**src/rtl/spi_slave_receiver_if.sv**
```systemverilog
// SPI slave receiver bus: external SPI pins plus the byte/pixel strobes
// delivered to the output controller and the pixel buffer.
//
// Handshake semantics: there is no backpressure anywhere on this bus. Each
// strobe (shift_SPI, byte_ready, pixel_wr, image_done, cmd_error) is a
// valid-only pulse exactly one clk wide. The consumer must take it in that
// cycle. Its qualifying data (SPI_in for byte_ready, pixel_addr/pixel_data
// for pixel_wr) is stable for the whole cycle in which the strobe is high.
interface spi_slave_receiver_if #(
    parameter int ADDR_W = 10
);
    logic              SCK;
    logic              SS;
    logic              MOSI;
    logic              shift_SPI;
    logic [7:0]        SPI_in;
    logic              byte_ready;
    logic              pixel_wr;
    logic [ADDR_W-1:0] pixel_addr;
    logic [7:0]        pixel_data;
    logic              image_done;
    logic              cmd_error;

    // Receiver side: samples the pins, drives the strobes
    modport slave (
        input  SCK, SS, MOSI,
        output shift_SPI, SPI_in, byte_ready, pixel_wr, pixel_addr,
               pixel_data, image_done, cmd_error
    );

    // SPI master / environment side
    modport master (
        output SCK, SS, MOSI,
        input  shift_SPI, SPI_in, byte_ready, pixel_wr, pixel_addr,
               pixel_data, image_done, cmd_error
    );
endinterface

```
**src/rtl/spi_slave_receiver.sv**
```systemverilog
// SPI slave front end (mode 0, MSB first). Synchronizes the async pins,
// assembles bytes, decodes the first byte of each SS-low frame as a command
// and streams image-load bytes into the pixel buffer.
module spi_slave_receiver #(
    parameter int NUM_PIXELS = 784,
    parameter int ADDR_W     = 10
) (
    input  logic                   clk,
    input  logic                   n_rst,
    spi_slave_receiver_if.slave    bus,
    output logic [2:0]             fsm_state
);

    typedef enum logic [2:0] {
        IDLE   = 3'd0,
        CMD    = 3'd1,
        COST   = 3'd2,
        LOAD   = 3'd3,
        IGNORE = 3'd4
    } state_t;

    localparam logic [ADDR_W-1:0] LAST_ADDR = ADDR_W'(NUM_PIXELS - 1);
    localparam logic [ADDR_W-1:0] ADDR_ONE  = ADDR_W'(1);
    localparam logic [7:0]        CMD_COST  = 8'h01;
    localparam logic [7:0]        CMD_LOAD  = 8'h02;

    // Pin synchronizers and edge-detect registers
    logic sck_meta, sck_sync, sck_prev;
    logic ss_meta, ss_sync, ss_prev;
    logic mosi_meta, mosi_sync;

    logic sck_rise, sck_fall, ss_fall, ss_rise;

    // Byte assembly
    logic [7:0] shift_reg;
    logic [2:0] bit_cnt;
    logic       byte_pending;
    logic       byte_fire;
    logic [7:0] spi_in_q;
    logic       byte_ready_q;
    logic       shift_spi_q;

    // Command FSM and pixel write path
    state_t            state, state_d;
    logic              pixel_wr_q, wr_d;
    logic [ADDR_W-1:0] pixel_addr_q;
    logic [7:0]        pixel_data_q;
    logic              image_done_q, done_d;
    logic              cmd_error_q, err_d;
    logic              addr_clr, addr_inc;

    // Two-FF synchronizers plus one history stage on SCK and SS; SS idles high
    always_ff @(posedge clk or negedge n_rst) begin
        if (!n_rst) begin
            sck_meta  <= 1'b0;
            sck_sync  <= 1'b0;
            sck_prev  <= 1'b0;
            ss_meta   <= 1'b1;
            ss_sync   <= 1'b1;
            ss_prev   <= 1'b1;
            mosi_meta <= 1'b0;
            mosi_sync <= 1'b0;
        end else begin
            sck_meta  <= bus.SCK;
            sck_sync  <= sck_meta;
            sck_prev  <= sck_sync;
            ss_meta   <= bus.SS;
            ss_sync   <= ss_meta;
            ss_prev   <= ss_sync;
            mosi_meta <= bus.MOSI;
            mosi_sync <= mosi_meta;
        end
    end

    assign sck_rise = sck_sync & ~sck_prev;
    assign sck_fall = ~sck_sync & sck_prev;
    assign ss_fall  = ~ss_sync & ss_prev;
    assign ss_rise  = ss_sync & ~ss_prev;

    // A completed byte is delivered one cycle after the 8th rising edge,
    // unless SS rises in that same cycle, in which case the byte is dropped.
    assign byte_fire = byte_pending & ~ss_rise;

    // Shift MOSI on SCK rise, count bits, publish completed bytes to SPI_in
    always_ff @(posedge clk or negedge n_rst) begin
        if (!n_rst) begin
            shift_reg    <= 8'h00;
            bit_cnt      <= 3'd0;
            byte_pending <= 1'b0;
            spi_in_q     <= 8'h00;
            byte_ready_q <= 1'b0;
            shift_spi_q  <= 1'b0;
        end else begin
            shift_spi_q  <= sck_fall & ~ss_sync;
            byte_pending <= 1'b0;
            byte_ready_q <= 1'b0;
            if (ss_rise) begin
                // End of frame: drop any partial byte and clear SPI_in so the
                // downstream controller never sees a stale command byte.
                bit_cnt   <= 3'd0;
                shift_reg <= 8'h00;
                spi_in_q  <= 8'h00;
            end else begin
                if (sck_rise && !ss_sync) begin
                    shift_reg    <= {shift_reg[6:0], mosi_sync};
                    bit_cnt      <= bit_cnt + 3'd1;
                    byte_pending <= (bit_cnt == 3'd7);
                end
                if (byte_pending) begin
                    spi_in_q     <= shift_reg;
                    byte_ready_q <= 1'b1;
                end
            end
        end
    end

    // FSM state register and registered strobes / pixel write port
    always_ff @(posedge clk or negedge n_rst) begin
        if (!n_rst) begin
            state        <= IDLE;
            pixel_wr_q   <= 1'b0;
            pixel_addr_q <= '0;
            pixel_data_q <= 8'h00;
            image_done_q <= 1'b0;
            cmd_error_q  <= 1'b0;
        end else begin
            state        <= state_d;
            pixel_wr_q   <= wr_d;
            image_done_q <= done_d;
            cmd_error_q  <= err_d;
            if (wr_d) begin
                pixel_data_q <= shift_reg;
            end
            if (addr_clr) begin
                pixel_addr_q <= '0;
            end else if (addr_inc) begin
                pixel_addr_q <= pixel_addr_q + ADDR_ONE;
            end
        end
    end

    // Next-state and strobe decode; SS rising edge returns to IDLE from anywhere
    always_comb begin
        state_d  = state;
        wr_d     = 1'b0;
        done_d   = 1'b0;
        err_d    = 1'b0;
        addr_clr = 1'b0;
        addr_inc = 1'b0;
        if (ss_rise) begin
            state_d = IDLE;
        end else begin
            case (state)
                IDLE: begin
                    if (ss_fall) begin
                        state_d = CMD;
                    end
                end
                CMD: begin
                    if (byte_fire) begin
                        if (shift_reg == CMD_COST) begin
                            state_d = COST;
                        end else if (shift_reg == CMD_LOAD) begin
                            addr_clr = 1'b1;
                            state_d  = LOAD;
                        end else begin
                            err_d   = 1'b1;
                            state_d = IGNORE;
                        end
                    end
                end
                LOAD: begin
                    if (byte_fire) begin
                        wr_d = 1'b1;
                    end
                    // Advance the address in the write cycle itself so the
                    // write sees the current index; the last write holds it.
                    if (pixel_wr_q) begin
                        if (pixel_addr_q == LAST_ADDR) begin
                            done_d  = 1'b1;
                            state_d = IGNORE;
                        end else begin
                            addr_inc = 1'b1;
                        end
                    end
                end
                COST:    state_d = state;
                IGNORE:  state_d = state;
                default: state_d = IDLE;
            endcase
        end
    end

    assign bus.shift_SPI  = shift_spi_q;
    assign bus.SPI_in     = spi_in_q;
    assign bus.byte_ready = byte_ready_q;
    assign bus.pixel_wr   = pixel_wr_q;
    assign bus.pixel_addr = pixel_addr_q;
    assign bus.pixel_data = pixel_data_q;
    assign bus.image_done = image_done_q;
    assign bus.cmd_error  = cmd_error_q;
    assign fsm_state      = state;

endmodule

```
**src/flat_wrapper.sv**
```systemverilog
// flat-port wrapper written by rule: the top's interface ports become plain ports
module spi_slave_receiver_flat 
#(
    parameter int NUM_PIXELS = 784,
    parameter int ADDR_W     = 10
)
  (clk, n_rst, fsm_state, bus_SCK, bus_SS, bus_MOSI, bus_shift_SPI, bus_SPI_in, bus_byte_ready, bus_pixel_wr, bus_pixel_addr, bus_pixel_data, bus_image_done, bus_cmd_error);
  spi_slave_receiver_if #(.ADDR_W(ADDR_W)) bus_i ();
  input  logic clk;
  input  logic n_rst;
  output logic [2:0] fsm_state;
  input wire logic [$bits(bus_i.SCK)-1:0] bus_SCK;
  input wire logic [$bits(bus_i.SS)-1:0] bus_SS;
  input wire logic [$bits(bus_i.MOSI)-1:0] bus_MOSI;
  output wire logic [$bits(bus_i.shift_SPI)-1:0] bus_shift_SPI;
  output wire logic [$bits(bus_i.SPI_in)-1:0] bus_SPI_in;
  output wire logic [$bits(bus_i.byte_ready)-1:0] bus_byte_ready;
  output wire logic [$bits(bus_i.pixel_wr)-1:0] bus_pixel_wr;
  output wire logic [$bits(bus_i.pixel_addr)-1:0] bus_pixel_addr;
  output wire logic [$bits(bus_i.pixel_data)-1:0] bus_pixel_data;
  output wire logic [$bits(bus_i.image_done)-1:0] bus_image_done;
  output wire logic [$bits(bus_i.cmd_error)-1:0] bus_cmd_error;
  assign bus_i.SCK = bus_SCK;
  assign bus_i.SS = bus_SS;
  assign bus_i.MOSI = bus_MOSI;
  assign bus_shift_SPI = bus_i.shift_SPI;
  assign bus_SPI_in = bus_i.SPI_in;
  assign bus_byte_ready = bus_i.byte_ready;
  assign bus_pixel_wr = bus_i.pixel_wr;
  assign bus_pixel_addr = bus_i.pixel_addr;
  assign bus_pixel_data = bus_i.pixel_data;
  assign bus_image_done = bus_i.image_done;
  assign bus_cmd_error = bus_i.cmd_error;
  spi_slave_receiver #(.NUM_PIXELS(NUM_PIXELS), .ADDR_W(ADDR_W)) u_core (.clk(clk), .n_rst(n_rst), .bus(bus_i), .fsm_state(fsm_state));
endmodule
```
**config.mk**
```make
export PLATFORM = sky130hd
export DESIGN_NAME = spi_slave_receiver_flat
export DESIGN_NICKNAME = d
export VERILOG_FILES = /design/src/rtl/spi_slave_receiver_if.sv /design/src/rtl/spi_slave_receiver.sv /design/src/flat_wrapper.sv
export SDC_FILE = /design/constraint.sdc
export NUM_CORES = 1
export LEC_CHECK = 0
export ABC_AREA = 1
export ABC_CLOCK_PERIOD_IN_PS = 1440
export CAP_MARGIN = 20
export CORE_MARGIN = 3
export CORE_UTILIZATION = 40
export DETAILED_ROUTE_END_ITERATION = 7
export PLACE_DENSITY = 0.71
export SYNTH_ARGS = -nofsm -noshare
export SYNTH_HDL_FRONTEND = slang
export SYNTH_SLANG_ARGS = --single-unit
```
**constraint.sdc**
```tcl
create_clock -name clk -period 1.44 [get_ports clk]
set_input_delay 0.288 -clock clk [delete_from_list [all_inputs] [get_ports clk]]
set_output_delay 0.288 -clock clk [all_outputs]
set_load 0.01 [all_outputs]
```
# Word-level counts from Yosys, hierarchy flattened
# Cells that the tools add are included.
# totals
elab_cells	95
register_bits	54
output_inout_bits	34
input_bits	5
# op_classes
n_eq_ne	13
n_reduce_logical	8
n_bitwise	11
n_mux	41
n_addsub	2
# op_table
operator	count
$mux 8	4
$mux 3	9
$mux 1	25
$mux 10	2
$ne 3x1->1 const B	4
$pmux 3 s4	1
$add 10x1->10 const B	1
$eq 10x10->1 const B	1
$eq 8x1->1 const B	1
$eq 8x2->1 const B	1
$and 1x1->1	6
$eq 3x2->1 const B	2
$eq 3x3->1 const B	2
$reduce_bool 2->1	3
$not 1->1	5
$reduce_and 5->1	1
$add 3x1->3 const B	1
$eq 3x1->1 const B	1
$logic_not 3->1	1
$ne 2x1->1 const B	1
$reduce_or 2->1	1
$logic_and 1x1->1	1
$logic_not 1->1	1

# Logic depth before layout (Yosys ltp)
# Gate-level depths: netlist of the first run.
# depth
ltp_word	8
ltp_mapped	10

# Worst setup path after synthesis of the first run
# Ideal clock, no wire load.
# synth_path
kind	register to register
from	register u_core.pixel_addr_q[0] (netlist: u_core.bus.pixel_addr[0])
to	register u_core.state[2] (netlist: u_core.fsm_state[2])
t_arrival_ps	1326
period_less_slack_ps	1455
t_required_ps	1312
setup_ps	128
path_stages_with_launch	9
path_buffers	0
path_slack_ps	-15
cell_sequence	dfrtp_1 -> ha_1 -> nand2_1 -> nor2_1 -> nand4_1 -> nand2_1 -> nand2_1 -> nand2_1 -> o21ai_0
# synth_between
elab_chain_len	3
# synth_rtl
element	line	source
start, declared	spi_slave_receiver.sv:46	logic [ADDR_W-1:0] pixel_addr_q;
start signal, assigned	spi_slave_receiver.sv:137	pixel_addr_q <= pixel_addr_q + ADDR_ONE;
$eq 10x10->1	spi_slave_receiver.sv:179	if (pixel_addr_q == LAST_ADDR) begin
$ne 3x1->1 (no source line)	-	
$reduce_and 5->1 (no source line)	-	
end signal, assigned	spi_slave_receiver.sv:127	state <= state_d;
end, declared	spi_slave_receiver.sv:44	state_t state, state_d;
# No other way between the ends.
# A chain may end at the register's enable or synchronous reset.

# Final worst setup path of the first run
# layout_path
from	register u_core.ss_prev
to	register u_core.pixel_addr_q[3] (netlist: u_core.bus.pixel_addr[3])
# layout_between
elab_chain_len	8
elab_cells_between_ends	10
cone_classes	mux (5); bitwise (4); reduce/logical (1)
# layout_rtl
element	line	source
start, declared	spi_slave_receiver.sv:29	logic ss_meta, ss_sync, ss_prev;
start signal, assigned	spi_slave_receiver.sv:69	ss_prev <= ss_sync;
$not 1->1 *	spi_slave_receiver.sv:78	assign ss_rise = ss_sync & ~ss_prev;
$and 1x1->1 *	spi_slave_receiver.sv:78	
$not 1->1	spi_slave_receiver.sv:82	assign byte_fire = byte_pending & ~ss_rise;
$and 1x1->1	spi_slave_receiver.sv:82	
$mux 1	spi_slave_receiver.sv:160	if (byte_fire) begin
$mux 1	spi_slave_receiver.sv:153	case (state)
$mux 1	spi_slave_receiver.sv:150	if (ss_rise) begin
$mux 10 / $reduce_bool 2->1 (equally long branches)	-	
# Every way passes the cells marked *; elsewhere a longest branch is shown, timed or not.

==> reports/metrics.cfg, run 1 <==
[outcome]
status=finished, final reports clean

[synth]
synth_ff_type=dfrtp_1
syn_area_per_cell_um2=8.699
synth_nets=284
netlist_top_cells_area=dfrtp_1 53%, nand2_1 10%, nand3_1 6.3%
synth_area_mm2=0.002401
synth_most_common_cell=nand2_1
yosysWarnings=0
ys_seq_area_share_pct=56.44
synthDistinctLibCells=25
synthArstFlopShare_pct=100.0
syn_inst=276
synth_top_area_cell=dfrtp_1
yosys-top-cells-count=67 x nand2_1, 51 x dfrtp_1, 31 x nor2_1
synth_edf_count=0
yosys.area.top_type_share_pct=53.15
synth_seq_cells=54

[drt]
avgViaCountPerCell=4.998
vias=2119
drc=0
drt_wl_total_um=5553
firstDrtPassIters=4
ant_nets=0
wire_per_inst_um=13.10
drt_iter0_markers=58

[final_layout]
fin_area_mm2=0.003277
final_cells=424
final_util_pct=58.08
fin_nets=359
drive_gt1_share_pct=21.02
areaGrowthSynthToFinish_pct=36.48
largest_reg_flops=10
diodes=0

[clock_network]
clk_transition_reported_paths_ns=0.09
root_buffer=clkbuf_8
clock_path_buffers=2
h-tree-depth=2
cts_sinks=54
clk_latency_ns=0.31
cts_tree=done
cts_made_buffers=5

[timing]
rsz0062_at_grt=yes
hold_viol=0
skew_ns=0.004779
setup_viol=0
worst_slew_pin_slew_ns=0.3408
post-route-period-util_pct=98.75
final.setup.worst_slack_ns=0.01798
tns_ns=0
fin_crit_ns=1.422
slew_violations=0
relSlewSlack_pct=77.25
max_freq_ghz=0.7032

[power_and_ir_drop]
vdd_drop_max_mv=0.7645
powerDensity_mw_per_mm2=953.5
power.leakage_nw=1.779

[setup_path]
crit_chain=inv_2 -> nand2_4 -> inv_4 -> nor2_4 -> nand2_2 -> nor2_4 -> buf_6 -> nand4_1 -> nand2_1
crit_slowest_cell=dfstp_2
rr_worst_depth=9
critPathMaxStageDelay_ns=0.55
path_class=register to register
crit_required_ns=1.69
crit_path_frequent_cell=nor2_4
critPathCaptureType=register
startpoint_type=register
arrival_ns=1.67
cp_max_fo=4

[die]
core_area_mm2=0.005642
rows=27
start_util_pct=42.56
floorplan.die_area_mm2=0.006968
io_pins=39
die_h_um=83.48
die_width_um=83.48

[grt]
grt_max_degree=26
antenna_found_initial=0
grt_pass1_vias=2042
grt_pass1_wl_um=9246
grt_usage_pct=16.31
grt_overflow=0

[placed_design]
dp_slack_ns=-0.01745
place_hpwl_um=3920
dpl_cell_area_mm2=0.003022
port_buffers=38
dp.cells=398
gp_congestion=0.8939

[min_path]
min_delay_path_depth=0
hold_path_class=register to register

[flow_run]
max_cap_viol_count=0

cell type report:
class / count / area (µm²)
Tap cell: 72 / 90.09
Sequential cell: 54 / 1363
Fill cell: 494 / 2365
Clock inverter: 1 / 8.758
Timing Repair Buffer: 74 / 681.9
Multi-Input combinational cell: 184 / 922.1
Inverter: 32 / 125.1
Clock buffer: 7 / 86.33
layer usage:
metal	routed length (µm)	up-vias	share of wire, %	global-route usage [%]
li1	-	1044	-	-
met1	2348	1014	42	18.60
met2	2891	51	52	29.30
met3	210	10	3.8	4.047
met4	102	0	1.8	6.287
met5	0	-	0	0
cell usage in the layout (no fill, tap or decap), types with 5 or more instances in the layout:
master,count
o21ai_0,12
dfrtp_2,6
clkbuf_8,6
inv_1,27
a21oi_1,7
nor2_1,30
dfrtp_1,45
nand4_1,8
nand3_1,30
nand2_2,5
buf_4,25
buf_12,5
dlygate4sd2_1,33
nand2_1,62
repair_timing:
| action | CTS | global route |
|---|---|---|
| hold endpoints to repair | 9 | 0 |
| gates resized for setup | 47 | 14 |
| setup buffers | 10 | 7 |
| gates cloned | 0 | 0 |
| pin swaps | 1 | 10 |
| hold buffers | 1 | 0 |
| setup endpoints to repair | 47 | 26 |
path summary, 6_finish.rpt:
kind,endpoint,start,slack (ns)
max in group asynchronous,u_core.ss_prev,n_rst,0.56
worst max register to register,u_core.bus.pixel_addr[3],u_core.ss_prev,0.02
min in group asynchronous,u_core.bus.pixel_addr[5],n_rst,0.39
worst min register to register,u_core.sck_sync,u_core.sck_meta,0.36
worst max-delay path,u_core.bus.pixel_addr[3],u_core.ss_prev,0.02
worst min-delay path,u_core.sck_sync,u_core.sck_meta,0.36
worst max-delay path, delay by kind of cell (launching register included):
kind | cells | cell delay [ns]
buffers and inverters | 3 | 0.24
and+or+nand+nor | 6 | 0.59
DFF | 1 | 0.55
power by group:
group	internal, mW	leakage, nW	switching, mW	total [mW]
Sequential	1.61	0.711	0.0560	1.67
Combinational	0.225	1.02	0.342	0.568
Clock	0.398	0.0489	0.492	0.890
cells by family after synthesis:
logic type / synth area share (%)
flip-flops: 56.44
buffers and inverters: 6.305
XOR/XNOR: 1.095
AND/OR/NAND/NOR: 28.19
multiplexers: 0.4690
AO/OA/AOI/OAI: 5.940
adder cells (fa/ha/maj): 1.563
per-stage QoR:
stage               hold slack, ns  power (mW)
finish                      0.3571       3.125
global placement            0.1996       2.211
floorplan                -0.007591       1.999
CTS                         0.3588       3.150
global route                0.3648       3.292
detailed placement          0.2053       2.235
Note: power is estimated with default switching activity, not from simulation.
==> run 2: changes to the inputs <==
Settings changed: TNS_END_PERCENT set to 100.
==> results of run 2 <==
Final layout, timing and power as in run 1 (identical DEF).
==> run 3: changes to the inputs <==
Settings changed: CTS_CLUSTER_DIAMETER set to 50, REMOVE_ABC_BUFFERS set to 1, SLEW_MARGIN set to 25.
==> reports/metrics.cfg, run 3 (synthesis gave the netlist of run 1 again) <==
[die]
rows=27
floorplan.die_area_mm2=0.006968
start_util_pct=42.56
io_pins=39
die_h_um=83.48
core_area_mm2=0.005642
die_width_um=83.48

[placed_design]
port_buffers=38
gp_congestion=0.8563
dpl_cell_area_mm2=0.003015
place_hpwl_um=3747
dp_slack_ns=-0.03219

[grt]
grt_max_degree=35
antenna_found_initial=0
grt_usage_pct=16.41
grt_pass1_vias=1974
grt_pass1_wl_um=9239
grt_overflow=0

[clock_network]
cts_tree=done
cts_made_buffers=5
root_buffer=clkbuf_8
h-tree-depth=2
clk_transition_reported_paths_ns=0.09
clock_path_buffers=2
cts_sinks=54
clk_latency_ns=0.31

[flow_run]
max_cap_viol_count=0

[timing]
skew_ns=0.008803
relSlewSlack_pct=77.32
rsz0062_at_grt=yes
fin_crit_ns=1.441
final.setup.worst_slack_ns=-0.001184
post-route-period-util_pct=100.1
slew_violations=0
hold_viol=0
max_freq_ghz=0.6939
hold_slack_ns=0.3583
setup_viol=2
worst_slew_pin_slew_ns=0.3398

[outcome]
violations=negative setup slack
status=finished, violations left

[final_layout]
mostFrequentLayoutCells=63 x nand2_1, 46 x dfrtp_1, 30 x dlygate4sd2_1
diodes=0
final_common_cell=nand2_1
fillers=489
largest_reg_flops=10
fin_area_mm2=0.003353
areaGrowthSynthToFinish_pct=39.66
fin_nets=363
drive_gt1_share_pct=24.44

[min_path]
hold_path_class=register to register
min_delay_path_depth=0
hold_start=u_core.mosi_meta
min_to=u_core.mosi_sync

[setup_path]
critical_path_buf_inv_count=4
path_class=register to register
crit_required_ns=1.69
crit_chain=inv_2 -> nand2_4 -> inv_6 -> nor2_4 -> nand2_2 -> nor2_4 -> buf_6 -> buf_6 -> nand4_1 -> nand2_1
arrival_ns=1.69
cp_max_fo=5
critPathCaptureType=register
reg2reg_to=u_core.bus.pixel_addr[3]
rrSetupSlack_ns=-0.001
path_delay_family=flip-flops
worstReg2RegStart=u_core.ss_prev
startpoint_type=register
rr_worst_depth=10
crit_slowest_cell=dfstp_2
critPathMaxStageDelay_ns=0.54

[drt]
drc=0
ant_nets=0
drt_iter0_markers=114
avgViaCountPerCell=4.914
drt_wl_total_um=5617
firstDrtPassIters=5
vias=2103
wire_per_inst_um=13.12

[power_and_ir_drop]
power.leakage_nw=1.784
p_total_mw=3.244
powerDensity_mw_per_mm2=967.4
vdd_drop_max_mv=0.5633

-- run 3: what timing repair did --
| action | 4_1_cts | 5_1_grt |
|---|---|---|
| resized for setup | 55 | 23 |
| hold endpoints to repair | 8 | 0 |
| hold buffers | 1 | 0 |
| cloned | 2 | 0 |
| buffers inserted | 11 | 8 |
| setup endpoints to repair | 46 | 19 |
| pin swaps | 6 | 7 |
-- run 3: how the worst max path moves through the flow --
stage               depth (start not counted)  slack (ns)      startpoint                        to
floorplan                                   9       -0.20  u_core.ss_prev  u_core.bus.pixel_addr[2]
detailed placement                         10       -0.03  u_core.ss_prev       u_core.fsm_state[0]
CTS                                        10      -0.002  u_core.ss_prev  u_core.bus.pixel_addr[3]
finish                                     10      -0.001  u_core.ss_prev  u_core.bus.pixel_addr[3]
global placement                           10       -0.02  u_core.ss_prev       u_core.fsm_state[0]
global route                               10       -0.10  u_core.ss_prev  u_core.bus.pixel_addr[4]
-- run 3: layout make-up --
class | count | area (µm²) | area share, %
timing repair inverter | 1 | 7.507 | 0.2239
inverter | 32 | 125.1 | 3.731
clock inverter | 2 | 37.54 | 1.119
clock buffer | 6 | 72.57 | 2.164
tap | 72 | 90.09 | 2.687
timing repair buffer | 77 | 693.2 | 20.67
multi-input combinational | 184 | 965.9 | 28.81
sequential | 54 | 1361 | 40.60
-- run 3: report_power, final --
group	internal (mW)	leakage [nW]	switching [mW]	total [mW]
combinational	0.228	1.02	0.318	0.546
clock	0.519	0.0514	0.491	1.01
sequential	1.61	0.712	0.0762	1.69
total	2.36	1.78	0.886	3.24
-- run 3: through the flow --
| stage | TNS [ns] | util, % | std cells |
|---|---|---|---|
| 6_report | -0.002297 | 59.44 | 428 |
| 4_1_cts | -0.003395 | 57.35 | 420 |
| 5_1_grt | -0.8845 | 59.44 | 428 |
| 3_3_place_gp | -0.01907 | 53.45 | 399 |
| 3_5_place_dp | -0.2074 | 53.45 | 399 |
| 2_1_floorplan | -2.040 | - | 270 |
-- run 3: metal layers --
metal | global-route usage (%) | wire length, µm
met1 | 20.93 | 2471
met2 | 27.26 | 2780
met3 | 4.541 | 292
met4 | 4.971 | 73
met5 | 0 | 0
-- run 3: worst register-to-register path, delay by kind of cell, from the launching register on --
family | cells | cell delay, ns
flops | 1 | 0.54
simple gates | 6 | 0.51
buf+inv | 4 | 0.35
